[config.mk]
export PLATFORM = sky130hd
export DESIGN_NAME = apb_master
export DESIGN_NICKNAME = d
export VERILOG_FILES = /design/src/rtl/apb_master.sv
export SDC_FILE = /design/constraint.sdc
export NUM_CORES = 1
export LEC_CHECK = 0
export ABC_CLOCK_PERIOD_IN_PS = 1700
export CAP_MARGIN = 20
export CORE_MARGIN = 2
export CORE_UTILIZATION = 34
export DETAILED_ROUTE_END_ITERATION = 12
export PLACE_DENSITY = 0.88
export SLEW_MARGIN = 40
export SYNTH_ARGS = -nofsm -noshare
export SYNTH_HDL_FRONTEND = slang
export SYNTH_SLANG_ARGS = --single-unit
[constraint.sdc]
create_clock -name clk -period 1.7 [get_ports clk]
set_clock_uncertainty 0.05 [all_clocks]
set_input_delay 0.34 -clock clk [delete_from_list [all_inputs] [get_ports clk]]
set_output_delay 0.34 -clock clk [all_outputs]
set_load 0.02 [all_outputs]
[src/rtl/apb_master.sv]
// apb_master: APB initiator turning single-beat commands into APB transfers
// to the GPIO (psel 2'b01) and UART (psel 2'b10) slaves, one response each.
// Optional ACCESS-phase timeout compiled in with `define APB_MASTER_TIMEOUT_EN;
// without it ACCESS waits on pready indefinitely.
module apb_master #(
  parameter int DATA_W         = 32,
  parameter int TIMEOUT_CYCLES = 255
) (
  input  logic              clk,
  input  logic              rst,
  input  logic              cmd_valid,
  output logic              cmd_ready,
  input  logic              cmd_write,
  input  logic              cmd_sel,
  input  logic [31:0]       cmd_addr,
  input  logic [DATA_W-1:0] cmd_wdata,
  output logic              rsp_valid,
  output logic [DATA_W-1:0] rsp_rdata,
  output logic              rsp_err,
  output logic [31:0]       pAdd,
  output logic [DATA_W-1:0] pwData,
  output logic [1:0]        psel,
  output logic              pen,
  output logic              pwr,
  input  logic [DATA_W-1:0] prdata,
  input  logic              pready,
  input  logic              pslverr
);

  typedef enum logic [1:0] {IDLE, SETUP, ACCESS} state_t;

  state_t state;

  // Elaboration-time guard on the timeout limit (16-bit counter).
  if (TIMEOUT_CYCLES < 1 || TIMEOUT_CYCLES > 65535) begin : g_bad_timeout
    $error("apb_master: TIMEOUT_CYCLES must be in 1..65535");
  end

`ifdef APB_MASTER_TIMEOUT_EN
  localparam logic [15:0] TO_LAST = 16'(TIMEOUT_CYCLES - 1);

  logic [15:0] wait_cnt;
  logic        to_hit;

  // Terminal count: this ACCESS cycle is the TIMEOUT_CYCLES-th without pready.
  assign to_hit = (wait_cnt == TO_LAST);
`endif

  // Commands are only taken in IDLE and never while reset is asserted.
  assign cmd_ready = (state == IDLE) && !rst;

  // Transfer sequencer: IDLE -> SETUP -> ACCESS, with registered APB and response outputs.
  always_ff @(posedge clk) begin
    if (rst) begin
      state     <= IDLE;
      psel      <= 2'b00;
      pen       <= 1'b0;
      pwr       <= 1'b0;
      pAdd      <= '0;
      pwData    <= '0;
      rsp_valid <= 1'b0;
      rsp_rdata <= '0;
      rsp_err   <= 1'b0;
`ifdef APB_MASTER_TIMEOUT_EN
      wait_cnt  <= '0;
`endif
    end else begin
      rsp_valid <= 1'b0;
      unique case (state)
        IDLE: begin
          if (cmd_valid && cmd_ready) begin
            pAdd   <= cmd_addr;
            pwData <= cmd_write ? cmd_wdata : '0;
            pwr    <= cmd_write;
            psel   <= cmd_sel ? 2'b10 : 2'b01;
            state  <= SETUP;
          end
        end
        SETUP: begin
          pen   <= 1'b1;
          state <= ACCESS;
`ifdef APB_MASTER_TIMEOUT_EN
          wait_cnt <= '0;
`endif
        end
        ACCESS: begin
          // pready takes priority over a timeout landing in the same cycle.
          if (pready) begin
            psel      <= 2'b00;
            pen       <= 1'b0;
            rsp_valid <= 1'b1;
            rsp_err   <= pslverr;
            rsp_rdata <= (pwr || pslverr) ? '0 : prdata;
            state     <= IDLE;
          end
`ifdef APB_MASTER_TIMEOUT_EN
          else if (to_hit) begin
            psel      <= 2'b00;
            pen       <= 1'b0;
            rsp_valid <= 1'b1;
            rsp_err   <= 1'b1;
            rsp_rdata <= '0;
            state     <= IDLE;
          end else begin
            wait_cnt <= wait_cnt + 16'd1;
          end
`endif
        end
        default: state <= IDLE;
      endcase
    end
  end

endmodule

# ---- Word level (Yosys, flattened, before mapping)
# Index checks and enable logic that the tools add are counted.
# Widths: inputs -> output; s select.
dict set report op_classes {
  n_mux 11
  n_eq_ne 4
  n_bitwise 1
  reduce_logical 13
}
# op n
set ops {}
lappend ops {{$mux 32} 2}
lappend ops {{$mux 2} 4}
lappend ops {{$reduce_and 2->1} 4}
lappend ops {{$pmux 2 s3} 1}
lappend ops {{$pmux 2 s2} 1}
lappend ops {{$reduce_bool 2->1} 2}
lappend ops {{$reduce_and 3->1} 1}
lappend ops {{$eq 2x1->1 const B} 1}
lappend ops {{$eq 2x2->1 const B} 1}
lappend ops {{$logic_and 1x1->1} 2}
lappend ops {{$logic_not 2->1} 1}
lappend ops {{$mux 1} 2}
lappend ops {{$ne 2x1->1 const B} 1}
lappend ops {{$ne 2x2->1 const B} 1}
lappend ops {{$pmux 1 s2} 1}
lappend ops {{$reduce_or 2->1} 1}
lappend ops {{$logic_not 1->1} 1}
lappend ops {{$logic_or 1x1->1} 1}
lappend ops {{$not 1->1} 1}
dict set report totals {
  in_bits 103
  elab_cells 38
  regBits 104
}

# ---- Depth between registers and ports, before layout
# Gate-level depths: netlist of the first run.
dict set report logic_depth {
  word_depth 5
  mapped_depth 8
}

# ---- Least setup slack after synthesis of the first run
# No wires, ideal clock.
dict set report synth_timing {
  kind {flip-flop to flip-flop}
  startpoint {register state[1]}
  endpoint {register pwData[21]}
  n_path_buf 4
  path_slack_ps -5
  setup_ps 132
  stages_incl_launch_ff 8
  required_ps 1518
  arrival_time_ps 1522
  cell_sequence {dfxtp_1 buf_2 or4b_1 buf_2 buf_2 buf_2 nand2_1 a21oi_1}
}
dict set report synth_via {
  elab_chain_cells 4
}
# item line
set synth_rtl {}
lappend synth_rtl {{start, declared} 32} ;# state_t state;
lappend synth_rtl {{start signal, assigned} 55} ;# state <= IDLE;
lappend synth_rtl {{start signal, assigned} 76} ;# state <= SETUP;
lappend synth_rtl {{start signal, assigned} 81} ;# state <= ACCESS;
lappend synth_rtl {{$logic_not 2->1 (*)} {50, 69}}
lappend synth_rtl {{$logic_and 1x1->1} 50} ;# assign cmd_ready = (state == IDLE) && !rst;
lappend synth_rtl {{$logic_and 1x1->1} 71} ;# if (cmd_valid && cmd_ready) begin
lappend synth_rtl {{$reduce_and 2->1 (no source line) (*)} n/a}
lappend synth_rtl {{end signal, assigned} 73} ;# pwData <= cmd_write ? cmd_wdata : '0;
lappend synth_rtl {{end, declared} 21} ;# output logic [DATA_W-1:0] pwData,
# Mark *: on every way between the ends. The rest lies on a longest branch, timed or not.
# A chain may end at the register's enable or synchronous reset.

# ---- Worst setup path after layout of the first run
dict set report layout_timing {
  startpoint {input cmd_valid}
  endpoint {register pwData[0]}
}
dict set report layout_via {
  elab_chain_cells 2
}
# item line
set layout_rtl {}
lappend layout_rtl {{start, declared} 11} ;# input logic cmd_valid,
lappend layout_rtl {{$logic_and 1x1->1} 71}
lappend layout_rtl {{$reduce_and 2->1 (no source line)} n/a}
# No other way between the ends.

==> results of run 1 <==
## area by class of cell
type | count | area (um^2)
repair buffers | 223 | 2132
clock buffers | 12 | 165.2
inverters | 3 | 16.27
clock inverters | 4 | 51.30
multi-input cells | 247 | 1281
flip-flops and latches | 104 | 2082
fillers | 906 | 4287
well taps | 136 | 170.2
## power by group through the flow
| stage | clock network, mW | registers [mW] | logic [mW] |
|---|---|---|---|
| CTS | 1.65 | 2.55 | 0.715 |
| floorplan | 0 | 2.69 | 0.211 |
| finish | 1.60 | 2.55 | 0.714 |
| detailed placement | 0 | 2.61 | 0.757 |
| global route | 1.75 | 2.56 | 0.765 |
| global placement | 0 | 2.60 | 0.739 |
## routing by layer
layer	share of wire, %	wire length, um	GRT usage (%)	vias to the layer above
li1	-	-	-	1730
met4	3.2	333	9.023	0
met5	0	0	0	-
met2	50	5229	32.76	181
met3	7.7	809	4.782	31
met1	40	4173	20.42	1614
## repair_timing
| action | in CTS | in global routing |
|---|---|---|
| pin swaps | 0 | 0 |
| resized for setup | 104 | 7 |
| endpoints found under the hold margin | 0 | 0 |
| hold buffers | 0 | 0 |
| setup endpoints to repair | 165 | 8 |
## registers in the layout (all words and copies together) (netlist names)
register	cells
state	2
rsp_rdata	32
pAdd	32
pwData	32
pen	1
rsp_err	1
pwr	1
psel	2
rsp_valid	1
## worst max-delay path: stages
cell and delay [ns]:
clkdlybuf4s50_1 0.46, or4b_4 0.50, clkinv_4 0.12, buf_16 0.19
nand3_1 0.09, a21oi_1 0.16
## cell usage after synthesis (all sizes together)
cell / n / area share (%)
nor3b: 1 / 0.21
buf: 13 / 2.5
clkinv: 1 / 0.25
a31o: 2 / 0.50
a211oi: 1 / 0.21
clkbuf: 22 / 2.3
nand3: 32 / 4.5
o21ai: 2 / 0.28
a21oi: 66 / 9.4
mux2i: 1 / 0.28
nand2: 99 / 11
a22o: 32 / 7.9
nor2: 4 / 0.42
dfxtp: 104 / 59
inv: 2 / 0.21
a31oi: 1 / 0.18
or4b: 1 / 0.28
nand4: 1 / 0.18
nor3: 3 / 0.42
nor4b: 1 / 0.42
## final timing paths
kind | from | cells after the start | slack, ns | to
worst max-delay path | cmd_valid | 6 | 0.05 | pwData[0]
worst min-delay path | rst | 3 | 0.36 | state[0]
worst max register to register | state[0] | 5 | 0.10 | pwData[0]
worst min register to register | pwData[6] | 2 | 0.40 | pwData[6]
## per-stage QoR
step	instance area [um^2]	setup TNS, ns	power (mW)
detailed placement	5778	-34.53	3.365
global placement	5778	-29.54	3.342
floorplan	3537	0	2.899
global route	5898	-0.002074	5.073
finish	5898	0	4.860
CTS	5876	0	4.918
## cells by family (layout without fill, tap and decap cells)
group | Yosys count | count (layout) | synth area share (%)
AO/OA/AOI/OAI | 104 | 104 | 18.46
buffers and inverters | 38 | 242 | 5.313
flip-flops | 104 | 104 | 58.94
multiplexers | 1 | 1 | 0.2834
AND/OR/NAND/NOR | 142 | 142 | 17.00
==> impl_metrics.py, run 1 <==
metrics = {
    "global_routing": {
        "grt_pass1_wl_um": 16640,
        "grt_pass1_vias": 3546,
        "grt_overflow": 0,
        "grt_max_degree": 57,
        "grt_antenna_before_repair": 0,
        "gr-usage-all-layers_pct": 18.45,
    },
    "timing": {
        "setup_violations": 0,
        "hold_viol_final": 0,
        "whs_ns": 0.3551,
        "maxSlewHeadroom_pct": 62.49,
        "worst_slack_ns": 0.05475,
        "finalCritPeriodShare_pct": 96.78,
        "fin_crit_ns": 1.645,
        "worst_pin_slew_ns": 0.5627,
        "rsz0062_at_grt": "true",
        "drv_slew": 0,
        "fmax_mhz": 607.8,
    },
    "critical_path": {
        "worstPathRequired_ns": 1.93,
        "critPathKind": "in2reg",
        "cp_data_arrival_time_ns": 1.87,
        "crit_path_max_fanout": 40,
        "start_kind": "input port",
        "end_kind": "register",
    },
    "floorplan": {
        "rows": 37,
        "io_pins": 206,
        "die_area_um2": 11220,
        "core_um2": 10180,
        "start_util_pct": 34.68,
        "fp.dieH_um": 105.9,
        "die_w_um": 105.9,
    },
    "power_and_ir_drop": {
        "p_switching_mw": 1.175,
        "leakage_nw": 2.681,
        "p_int_mw": 3.685,
        "vdd_drop_max_mv": 0.3733,
        "swShare_pct": 24.19,
        "power.density_nw_per_um2": 824.0,
        "clkPwrFrac_pct": 32.9,
        "p_comb_share_pct": 14.7,
        "seq_power_share_pct": 52.4,
    },
    "clock_tree": {
        "tritoncts": "done",
        "cts.repair_timing.setup_buffer_count": 0,
        "h-tree-depth": 3,
        "clk_pin_slew_ns": 0.09,
        "cts_buffers": 9,
        "cts.sinks": 104,
        "insertion_delay_ns": 0.35,
        "cts_root_buffer": "clkbuf_8",
        "cts.path.max_buffers": 2,
    },
    "routing": {
        "drc": 0,
        "vias_per_cell": 4.878,
        "avgRoutedWirePerCell_um": 14.46,
        "drtIter0Drc": 116,
        "via_count": 3556,
        "wl_um": 10540,
        "drtPass1Iterations": 4,
        "antenna_left": 0,
    },
    "min_path": {
        "hold_class": "in2reg",
    },
    "cells_and_area": {
        "final_common_cell": "dfxtp_1",
        "layout_common_cells": "104 x dfxtp_1, 101 x clkdlybuf4s50_1, 99 x nand2_1, 97 x dlygate4sd2_1, 66 x a21oi_1",
        "fin_nets": 691,
        "drive_above_1_share_pct": 7.083,
        "diodes": 0,
        "utilization_pct": 57.91,
        "final_cells": 729,
        "area_delta_synth_final_pct": 66.99,
    },
    "synth": {
        "synth_cell_types": 23,
        "synth_warnings": 0,
        "synth_cells": 389,
        "ys_ff_latch": 104,
        "synth_area_um2": 3532,
        "synth.avg_cell_area_um2": 9.080,
        "yosysSeqAreaShare_pct": 58.94,
        "syn_nets": 492,
    },
    "placed_design": {
        "place_ws_ns": -0.5670,
        "numPlacedInstances": 713,
        "gp_congestion": 0.7701,
        "dp_hpwl_um": 7883,
        "portBuffers": 205,
    },
    "status": {
        "status": "completed",
    },
    "flow_run": {
        "maxCapViolCount": 0,
    },
}
Power figures use the tool's default switching activity.
==> run 2: changes to the inputs <==
--- a/config.mk
+++ b/config.mk
@@ -11,7 +11,9 @@
 export CORE_UTILIZATION = 34
 export DETAILED_ROUTE_END_ITERATION = 12
 export PLACE_DENSITY = 0.88
+export SKIP_CTS_REPAIR_TIMING = 1
 export SLEW_MARGIN = 40
 export SYNTH_ARGS = -nofsm -noshare
 export SYNTH_HDL_FRONTEND = slang
 export SYNTH_SLANG_ARGS = --single-unit
+export TNS_END_PERCENT = 30
==> run 2 against run 1 <==
Count of clock-buffer cells in the layout did not move. Non-clock buffer count rose by 1. Largest cell class unchanged. Core utilization rose by 3.8 points. Clock power barely moved. Largest power group unchanged. Critical endpoint is now pwData[30]. Highest routed layer unchanged.
==> impl_metrics.py, run 2 (synthesized netlist as in run 1, its figures left out) <==
metrics = {
    "power_and_ir_drop": {
        "finalPower_mw": 4.913,
        "vdd_drop_max_mv": 0.3748,
        "leakage_nw": 3.994,
        "power.density_nw_per_um2": 781.1,
    },
    "timing": {
        "maxSlewHeadroom_pct": 62.48,
        "hold_viol_final": 0,
        "fmax_mhz": 595.3,
        "setup_violations": 0,
        "tns_ns": 0,
        "fin_crit_ns": 1.680,
        "rsz0062_at_grt": "false",
        "drv_slew": 0,
        "finalCritPeriodShare_pct": 98.82,
        "worst_pin_slew_ns": 0.5628,
    },
    "clock_tree": {
        "cts_buffers": 9,
        "insertion_delay_ns": 0.35,
        "cts_root_buffer": "clkbuf_8",
        "cts.path.max_buffers": 2,
        "clk_pin_slew_ns": 0.10,
        "tritoncts": "done",
        "h-tree-depth": 3,
        "cts.sinks": 104,
    },
    "placed_design": {
        "dp_hpwl_um": 7883,
        "gp_congestion": 0.7701,
        "portBuffers": 205,
    },
    "floorplan": {
        "die_w_um": 105.9,
        "die_area_um2": 11220,
        "core_um2": 10180,
        "rows": 37,
        "fp.dieH_um": 105.9,
        "io_pins": 206,
        "start_util_pct": 34.68,
    },
    "cells_and_area": {
        "drive_above_1_share_pct": 7.239,
        "fin_nets": 692,
        "largestRegisters": "pAdd x32, pwData x32, rsp_rdata x32",
        "utilization_pct": 61.76,
        "final_common_cell": "dfxtp_1",
        "diodes": 0,
        "layout_common_cells": "104 x dfxtp_1, 102 x dlymetal6s2s_1, 101 x clkdlybuf4s50_1, 99 x nand2_1, 66 x a21oi_1",
        "area_delta_synth_final_pct": 78.07,
    },
    "global_routing": {
        "grt_max_degree": 57,
        "gr-usage-all-layers_pct": 18.35,
        "grt_pass1_wl_um": 16540,
        "grt_overflow": 0,
        "grt_antenna_before_repair": 0,
        "grt_pass1_vias": 3546,
    },
    "routing": {
        "avgRoutedWirePerCell_um": 15.38,
        "vias_per_cell": 4.911,
        "drc": 0,
        "via_count": 3585,
        "antenna_left": 0,
        "drtPass1Iterations": 4,
        "wl_um": 11230,
        "drtIter0Drc": 130,
    },
    "min_path": {
        "hold_class": "in2reg",
    },
    "status": {
        "status": "completed",
    },
    "critical_path": {
        "end_kind": "register",
        "start_kind": "input port",
        "critPathKind": "in2reg",
        "reg2reg_slack_ns": 0.06,
        "cp_data_arrival_time_ns": 1.91,
        "worstPathRequired_ns": 1.93,
        "crit_path_max_fanout": 10,
    },
    "flow_run": {
        "maxCapViolCount": 0,
    },
}
==> run 2: cell types whose count changed in the layout (fill, tap and decap cells not counted), sizes merged <==
cell,delta
inv,+1
clkbuf,+1
dlygate4sd2,-97
dlymetal6s2s,+97
clkinv,-1
==> run 2: final cells by class <==
class                           instances  area [um^2]
Inverter                                3        18.77
Tap cell                              136        170.2
Clock inverter                          4        51.30
Timing Repair Buffer                  224         2521
Sequential cell                       104         2082
Fill cell                             809         3895
Multi-Input combinational cell        247         1281
Clock buffer                           12        165.2
==> run 2: metrics by stage <==
stage	hold slack, ns	setup slack [ns]	std cells	area (um^2)
5_1_grt	0.3081	0.001645	730	6290
4_1_cts	0.3696	-0.4107	729	5995
3_3_place_gp	0.3891	-0.4700	713	5778
2_1_floorplan	0.4157	0.003070	389	3537
3_5_place_dp	0.3921	-0.5670	713	5778
6_report	0.3235	0.02004	730	6290
==> run 2: worst paths after layout <==
| kind | startpoint | endpoint | cells past startpoint |
|---|---|---|---|
| setup / recovery | cmd_valid | pwData[30] | 6 |
| hold reg to reg | pwData[6] | pwData[6] | 2 |
| hold / removal | rst | state[0] | 3 |
| setup reg to reg | state[0] | pwData[30] | 5 |
==> run 2: where the power goes <==
part / switching (mW) / total [mW] / internal [mW]
clock network: 0.799 / 1.60 / 0.802
registers: 0.0391 / 2.55 / 2.51
logic: 0.349 / 0.763 / 0.414
total: 1.19 / 4.91 / 3.73
==> run 2: worst max-delay path: stages <==
cell             delay, ns
clkdlybuf4s50_1       0.46
or4b_4                0.52
inv_8                 0.13
buf_4                 0.19
nand3_1               0.10
a21oi_1               0.17
==> run 2: metal layers <==
metal	vias up	wire [um]	global-route usage [%]
met5	-	0	0
met4	0	316	9.211
met3	31	902	4.905
met2	177	5701	32.49
met1	1646	4310	20.22
li1	1731	-	-
